==> config.mk <==
export PLATFORM = sky130hd
export DESIGN_NAME = serial_uart_bridge
export DESIGN_NICKNAME = d
export VERILOG_FILES = /design/src/rtl/serial_uart_bridge.sv
export SDC_FILE = /design/constraint.sdc
export NUM_CORES = 1
export LEC_CHECK = 0
export ABC_AREA = 1
export ABC_CLOCK_PERIOD_IN_PS = 1800
export CAP_MARGIN = 10
export CORE_MARGIN = 1
export CORE_UTILIZATION = 50
export CTS_CLUSTER_DIAMETER = 150
export DETAILED_ROUTE_END_ITERATION = 7
export PLACE_DENSITY = 0.73
export SLEW_MARGIN = 20
export SYNTH_ARGS = -nofsm -noshare
export SYNTH_HDL_FRONTEND = slang
export SYNTH_SLANG_ARGS = --single-unit
==> constraint.sdc <==
create_clock -name clk -period 1.8 [get_ports clk]
set_input_delay 0.27 -clock clk [delete_from_list [all_inputs] [get_ports clk]]
set_output_delay 0.27 -clock clk [all_outputs]
set_load 0.01 [all_outputs]
==> src/rtl/serial_uart_bridge.sv <==
// Byte-wide serial channel to 8N1 UART bridge: CPU writes become TX frames,
// received frames become a single-entry RX buffer with valid/overrun/frame-error flags.
module serial_uart_bridge #(
    parameter int unsigned CLKS_PER_BIT = 4
) (
    input  logic       clk,
    input  logic       rst,
    input  logic [7:0] cpu_wdata,
    input  logic       cpu_wren,
    input  logic       cpu_rden,
    output logic [7:0] cpu_rdata,
    output logic       cpu_valid,
    output logic       cpu_ready,
    output logic       uart_tx,
    input  logic       uart_rx,
    output logic       rx_overrun,
    output logic       rx_frame_err
);

    localparam int unsigned CW = $clog2(CLKS_PER_BIT);
    localparam logic [CW-1:0] CNT_LAST = CW'(CLKS_PER_BIT - 1);
    localparam logic [CW-1:0] CNT_HALF = CW'(CLKS_PER_BIT / 2 - 1);

    localparam logic [1:0] ST_IDLE  = 2'd0;
    localparam logic [1:0] ST_START = 2'd1;
    localparam logic [1:0] ST_DATA  = 2'd2;
    localparam logic [1:0] ST_STOP  = 2'd3;

    // ---------------- TX ----------------
    logic [1:0]    tx_state_q, tx_state_d;
    logic [CW-1:0] tx_cnt_q, tx_cnt_d;
    logic [2:0]    tx_bit_q, tx_bit_d;
    logic [7:0]    tx_shift_q, tx_shift_d;
    logic          tx_line_q, tx_line_d;
    logic          tx_ready_q, tx_ready_d;

    always_comb begin
        tx_state_d = tx_state_q;
        tx_cnt_d   = tx_cnt_q;
        tx_bit_d   = tx_bit_q;
        tx_shift_d = tx_shift_q;
        tx_line_d  = tx_line_q;
        tx_ready_d = tx_ready_q;
        case (tx_state_q)
            ST_IDLE: begin
                if (cpu_wren) begin
                    tx_state_d = ST_START;
                    tx_cnt_d   = '0;
                    tx_shift_d = cpu_wdata;
                    tx_line_d  = 1'b0;
                    tx_ready_d = 1'b0;
                end
            end
            ST_START: begin
                if (tx_cnt_q == CNT_LAST) begin
                    tx_state_d = ST_DATA;
                    tx_cnt_d   = '0;
                    tx_bit_d   = 3'd0;
                    tx_line_d  = tx_shift_q[0];
                end else begin
                    tx_cnt_d = tx_cnt_q + 1'b1;
                end
            end
            ST_DATA: begin
                if (tx_cnt_q == CNT_LAST) begin
                    tx_cnt_d = '0;
                    if (tx_bit_q == 3'd7) begin
                        tx_state_d = ST_STOP;
                        tx_line_d  = 1'b1;
                    end else begin
                        tx_bit_d   = tx_bit_q + 3'd1;
                        tx_shift_d = {1'b0, tx_shift_q[7:1]};
                        tx_line_d  = tx_shift_q[1];
                    end
                end else begin
                    tx_cnt_d = tx_cnt_q + 1'b1;
                end
            end
            default: begin
                // Ready rises together with the return to IDLE so a write in the
                // first IDLE cycle starts the next frame without an idle bit.
                if (tx_cnt_q == CNT_LAST) begin
                    tx_state_d = ST_IDLE;
                    tx_cnt_d   = '0;
                    tx_ready_d = 1'b1;
                end else begin
                    tx_cnt_d = tx_cnt_q + 1'b1;
                end
            end
        endcase
    end

    always_ff @(posedge clk or posedge rst) begin
        if (rst) begin
            tx_state_q <= ST_IDLE;
            tx_cnt_q   <= '0;
            tx_bit_q   <= 3'd0;
            tx_shift_q <= 8'h00;
            tx_line_q  <= 1'b1;
            tx_ready_q <= 1'b1;
        end else begin
            tx_state_q <= tx_state_d;
            tx_cnt_q   <= tx_cnt_d;
            tx_bit_q   <= tx_bit_d;
            tx_shift_q <= tx_shift_d;
            tx_line_q  <= tx_line_d;
            tx_ready_q <= tx_ready_d;
        end
    end

    // ---------------- RX ----------------
    logic          rx_s1_q, rx_s2_q;
    logic [1:0]    rx_state_q, rx_state_d;
    logic [CW-1:0] rx_cnt_q, rx_cnt_d;
    logic [2:0]    rx_bit_q, rx_bit_d;
    logic [7:0]    rx_shift_q, rx_shift_d;
    logic          rx_done_q, rx_done_d;
    logic          rx_ferr_q, rx_ferr_d;
    logic [7:0]    rdata_q, rdata_d;
    logic          valid_q, valid_d;
    logic          overrun_q, overrun_d;

    always_comb begin
        rx_state_d = rx_state_q;
        rx_cnt_d   = rx_cnt_q;
        rx_bit_d   = rx_bit_q;
        rx_shift_d = rx_shift_q;
        rx_done_d  = 1'b0;
        rx_ferr_d  = 1'b0;
        case (rx_state_q)
            ST_IDLE: begin
                if (!rx_s2_q) begin
                    rx_state_d = ST_START;
                    rx_cnt_d   = '0;
                end
            end
            ST_START: begin
                if (rx_cnt_q == CNT_HALF) begin
                    rx_cnt_d   = '0;
                    rx_bit_d   = 3'd0;
                    rx_state_d = rx_s2_q ? ST_IDLE : ST_DATA;
                end else begin
                    rx_cnt_d = rx_cnt_q + 1'b1;
                end
            end
            ST_DATA: begin
                if (rx_cnt_q == CNT_LAST) begin
                    rx_cnt_d   = '0;
                    rx_shift_d = {rx_s2_q, rx_shift_q[7:1]};
                    if (rx_bit_q == 3'd7) begin
                        rx_state_d = ST_STOP;
                    end else begin
                        rx_bit_d = rx_bit_q + 3'd1;
                    end
                end else begin
                    rx_cnt_d = rx_cnt_q + 1'b1;
                end
            end
            default: begin
                if (rx_cnt_q == CNT_LAST) begin
                    rx_cnt_d   = '0;
                    rx_state_d = ST_IDLE;
                    rx_done_d  = rx_s2_q;
                    rx_ferr_d  = ~rx_s2_q;
                end else begin
                    rx_cnt_d = rx_cnt_q + 1'b1;
                end
            end
        endcase
    end

    // A read on the completion edge consumes the old byte, so no overrun.
    always_comb begin
        rdata_d   = rdata_q;
        valid_d   = valid_q;
        overrun_d = overrun_q;
        if (rx_done_q) begin
            rdata_d = rx_shift_q;
            valid_d = 1'b1;
            if (valid_q && !cpu_rden) begin
                overrun_d = 1'b1;
            end
        end else if (cpu_rden) begin
            valid_d = 1'b0;
        end
    end

    always_ff @(posedge clk or posedge rst) begin
        if (rst) begin
            rx_s1_q    <= 1'b1;
            rx_s2_q    <= 1'b1;
            rx_state_q <= ST_IDLE;
            rx_cnt_q   <= '0;
            rx_bit_q   <= 3'd0;
            rx_shift_q <= 8'h00;
            rx_done_q  <= 1'b0;
            rx_ferr_q  <= 1'b0;
            rdata_q    <= 8'h00;
            valid_q    <= 1'b0;
            overrun_q  <= 1'b0;
        end else begin
            rx_s1_q    <= uart_rx;
            rx_s2_q    <= rx_s1_q;
            rx_state_q <= rx_state_d;
            rx_cnt_q   <= rx_cnt_d;
            rx_bit_q   <= rx_bit_d;
            rx_shift_q <= rx_shift_d;
            rx_done_q  <= rx_done_d;
            rx_ferr_q  <= rx_ferr_d;
            rdata_q    <= rdata_d;
            valid_q    <= valid_d;
            overrun_q  <= overrun_d;
        end
    end

    assign uart_tx      = tx_line_q;
    assign cpu_ready    = tx_ready_q;
    assign cpu_rdata    = rdata_q;
    assign cpu_valid    = valid_q;
    assign rx_overrun   = overrun_q;
    assign rx_frame_err = rx_ferr_q;

endmodule

==> flow_summary.yaml <==
critical_path:
  startpoint_type: "flip-flop"
  worst_ep_required_time_ps: 1530
  reg2regPathDepth: 8
  r2r_end: "tx_state_q[1]"
  worstPathCellList: "clkdlybuf4s50_1"
  cp.arrival_ps: 1360
  regToRegSetupSlack_ps: 290
  cp-end-kind: "primary output"
  r2r_start: "tx_state_q[0]"
  critPathTopFamily: "flip-flops"
  critPathBufInv: 1
  crit_start: "cpu_ready"
  crit_end: "cpu_ready"
  worstSetupPathDepth: 1
  criticalPathCategory: "flip-flop to primary output"
  critPathSlowestCell: "dfstp_2"
  max_stage_delay_ps: 540
  path_max_fanout: 2
clocking:
  cts_setup_buffers: 0
  htree_levels: 2
  root_buffer: "clkbuf_8"
  clk_pin_slew_ps: 80
  cts_tree: "built"
  postCtsHoldBufs: 0
  cts_resized: 0
  clock_path_buffers: 2
  clock_sinks: 46
  cts_inserted_buffers: 5
  clk_latency_ps: 300
synth:
  syn_nets: 281
  synth_cells: 256
  avgSynthCellArea_sq_um: 8.543
  synth_edf_count: 0
  synth_seq_area_share_pct: 52.86
  netlist_area_sq_um: 2187
  synth_seq_cells: 46
  yosys.cell_types.count: 26
  ys.flop_type: "dfrtp_1"
  ys_warn_count: 0
  async_flop_share_pct: 100.0
timing:
  period_share_pct: 90.62
  slew_headroom_pct: 72.25
  whs_ps: 299.5
  finalClockSkew_ps: 3.157
  finalCriticalPeriod_ps: 1631
  setup_viol: 0
  worst_pin_slew_ps: 415.8
  setup_tns_ps: 0
  hold_violations: 0
  rsz0062_at_grt: "false"
  fmax_mhz: 613.1
  slew_violations: 0
  worst_slack_ps: 168.9
finish:
  drive_above_1_share_pct: 8.304
  seqCellArea_sq_um: 1156
  multiInputGateArea_sq_um: 890.9
  n_antenna_cell: 0
  num-fill-cells: 364
  most-common-layout-cells: "nand2_1 (89), dfrtp_1 (42), inv_1 (28)"
  layout_commonest_cell: "nand2_1"
  layout.nets: 313
  fin_util_pct: 63.96
  syn2layout_area_growth_pct: 19.51
floorplan:
  dieWidth_microns: 68.14
  io_pins: 26
  start_util_pct: 53.52
  coreArea_sq_um: 4086
  row_count: 23
  fp.dieH_microns: 68.14
  die_area_sq_um: 4642
pwr:
  ir_drop_mv: 0.8754
  p_int_mw: 2.463
  power.density_nw_per_um2: 1582
  switching_share_pct: 40.45
  seqPwrFrac_pct: 40.3
  power_switching_mw: 1.673
  finalPower_mw: 4.135
  pwr-share-comb_pct: 43.9
  p_leak_nw: 1.342
  p_clk_share_pct: 15.9
detailed_routing:
  first_pass_iters: 4
  vias_per_cell: 4.932
  vias: 1672
  remaining_drc_errors: 0
  avgRoutedWirePerCell_microns: 10.79
  drtIter0Drc: 109
  routed_wl_microns: 3657
  ant_nets: 0
global_route:
  track_usage_pct: 18.30
  grt_pass1_wl_microns: 6161
  first_global_vias: 1443
  overflow: 0
  antenna_found_initial: 0
  grt_max_degree: 47
place:
  place_ws_ps: 259.0
  gp_congestion: 0.8357
  placement.io_buffers: 25
  detailed_place_hpwl_microns: 2584
min_path:
  hold_class: "primary input to async pin"
status:
  status: "completed"
job:
  cap_violations: 0
## metal layers
layer	part of all wire [%]	track usage, %	vias to the layer above
met4	2.0	7.813	0
met5	0	0	-
met1	52	24.71	762
li1	-	-	880
met2	43	26.72	23
met3	3.4	6.000	7
## logic make-up after synthesis
group	synth area share [%]
buffers and inverters	6.407
adder cells (fa/ha/maj)	6.865
AO/OA/AOI/OAI	8.067
AND/OR/NAND/NOR	25.80
flip-flops	52.86
## through the flow
step	instance area [sq um]	cells
floorplan	2187	256
global placement	2519	331
detailed placement	2519	331
CTS	2614	339
global route	2614	339
finish	2614	339
## cell type report
class / count / share of cell area (%)
flip-flops and latches: 46 / 44.23
multi-input cells: 174 / 34.08
repair buffers: 28 / 10.91
inverters: 33 / 4.739
clock buffers: 6 / 3.159
well taps: 50 / 2.393
clock inverters: 2 / 0.4787
## power by group through the flow
stage	clock network (mW)	registers, mW	logic (mW)
2_1_floorplan	0	1.67	1.33
3_3_place_gp	0	1.68	1.78
3_5_place_dp	0	1.68	1.82
4_1_cts	0.678	1.67	1.82
5_1_grt	0.713	1.72	2.10
6_report	0.656	1.67	1.81
## flip-flops by register name, indices dropped and copies added (netlist names), 2 cells and up
register    flops
cpu_rdata       8
rx_bit_q        3
rx_cnt_q        2
rx_shift_q      8
rx_state_q      2
tx_bit_q        3
tx_cnt_q        2
tx_shift_q      8
tx_state_q      2
## worst min path at each step
stage	cells after the start	end	startpoint	slack, ps
3_3_place_gp	0	rx_s2_q	rx_s1_q	350
2_1_floorplan	0	rx_s1_q	uart_rx	270
4_1_cts	3	rx_cnt_q[1]	rst	310
6_report	3	rx_cnt_q[1]	rst	300
5_1_grt	3	tx_cnt_q[1]	rst	350
3_5_place_dp	0	rx_s2_q	rx_s1_q	350
## Yosys cell counts, types with 2 or more instances
cell type | instances | share of area, %
nor2_1 | 11 | 1.9
o21ai_1 | 3 | 0.69
inv_1 | 29 | 5.0
inv_2 | 4 | 0.69
nor4_1 | 2 | 0.57
nand3_1 | 23 | 5.3
o21ai_0 | 19 | 4.3
dfrtp_1 | 42 | 48
nand4_1 | 3 | 0.86
dfstp_2 | 4 | 4.8
nand2_1 | 89 | 15
a21oi_1 | 2 | 0.46
ha_1 | 12 | 6.9
No activity file was read; power rests on OpenSTA's default activity.
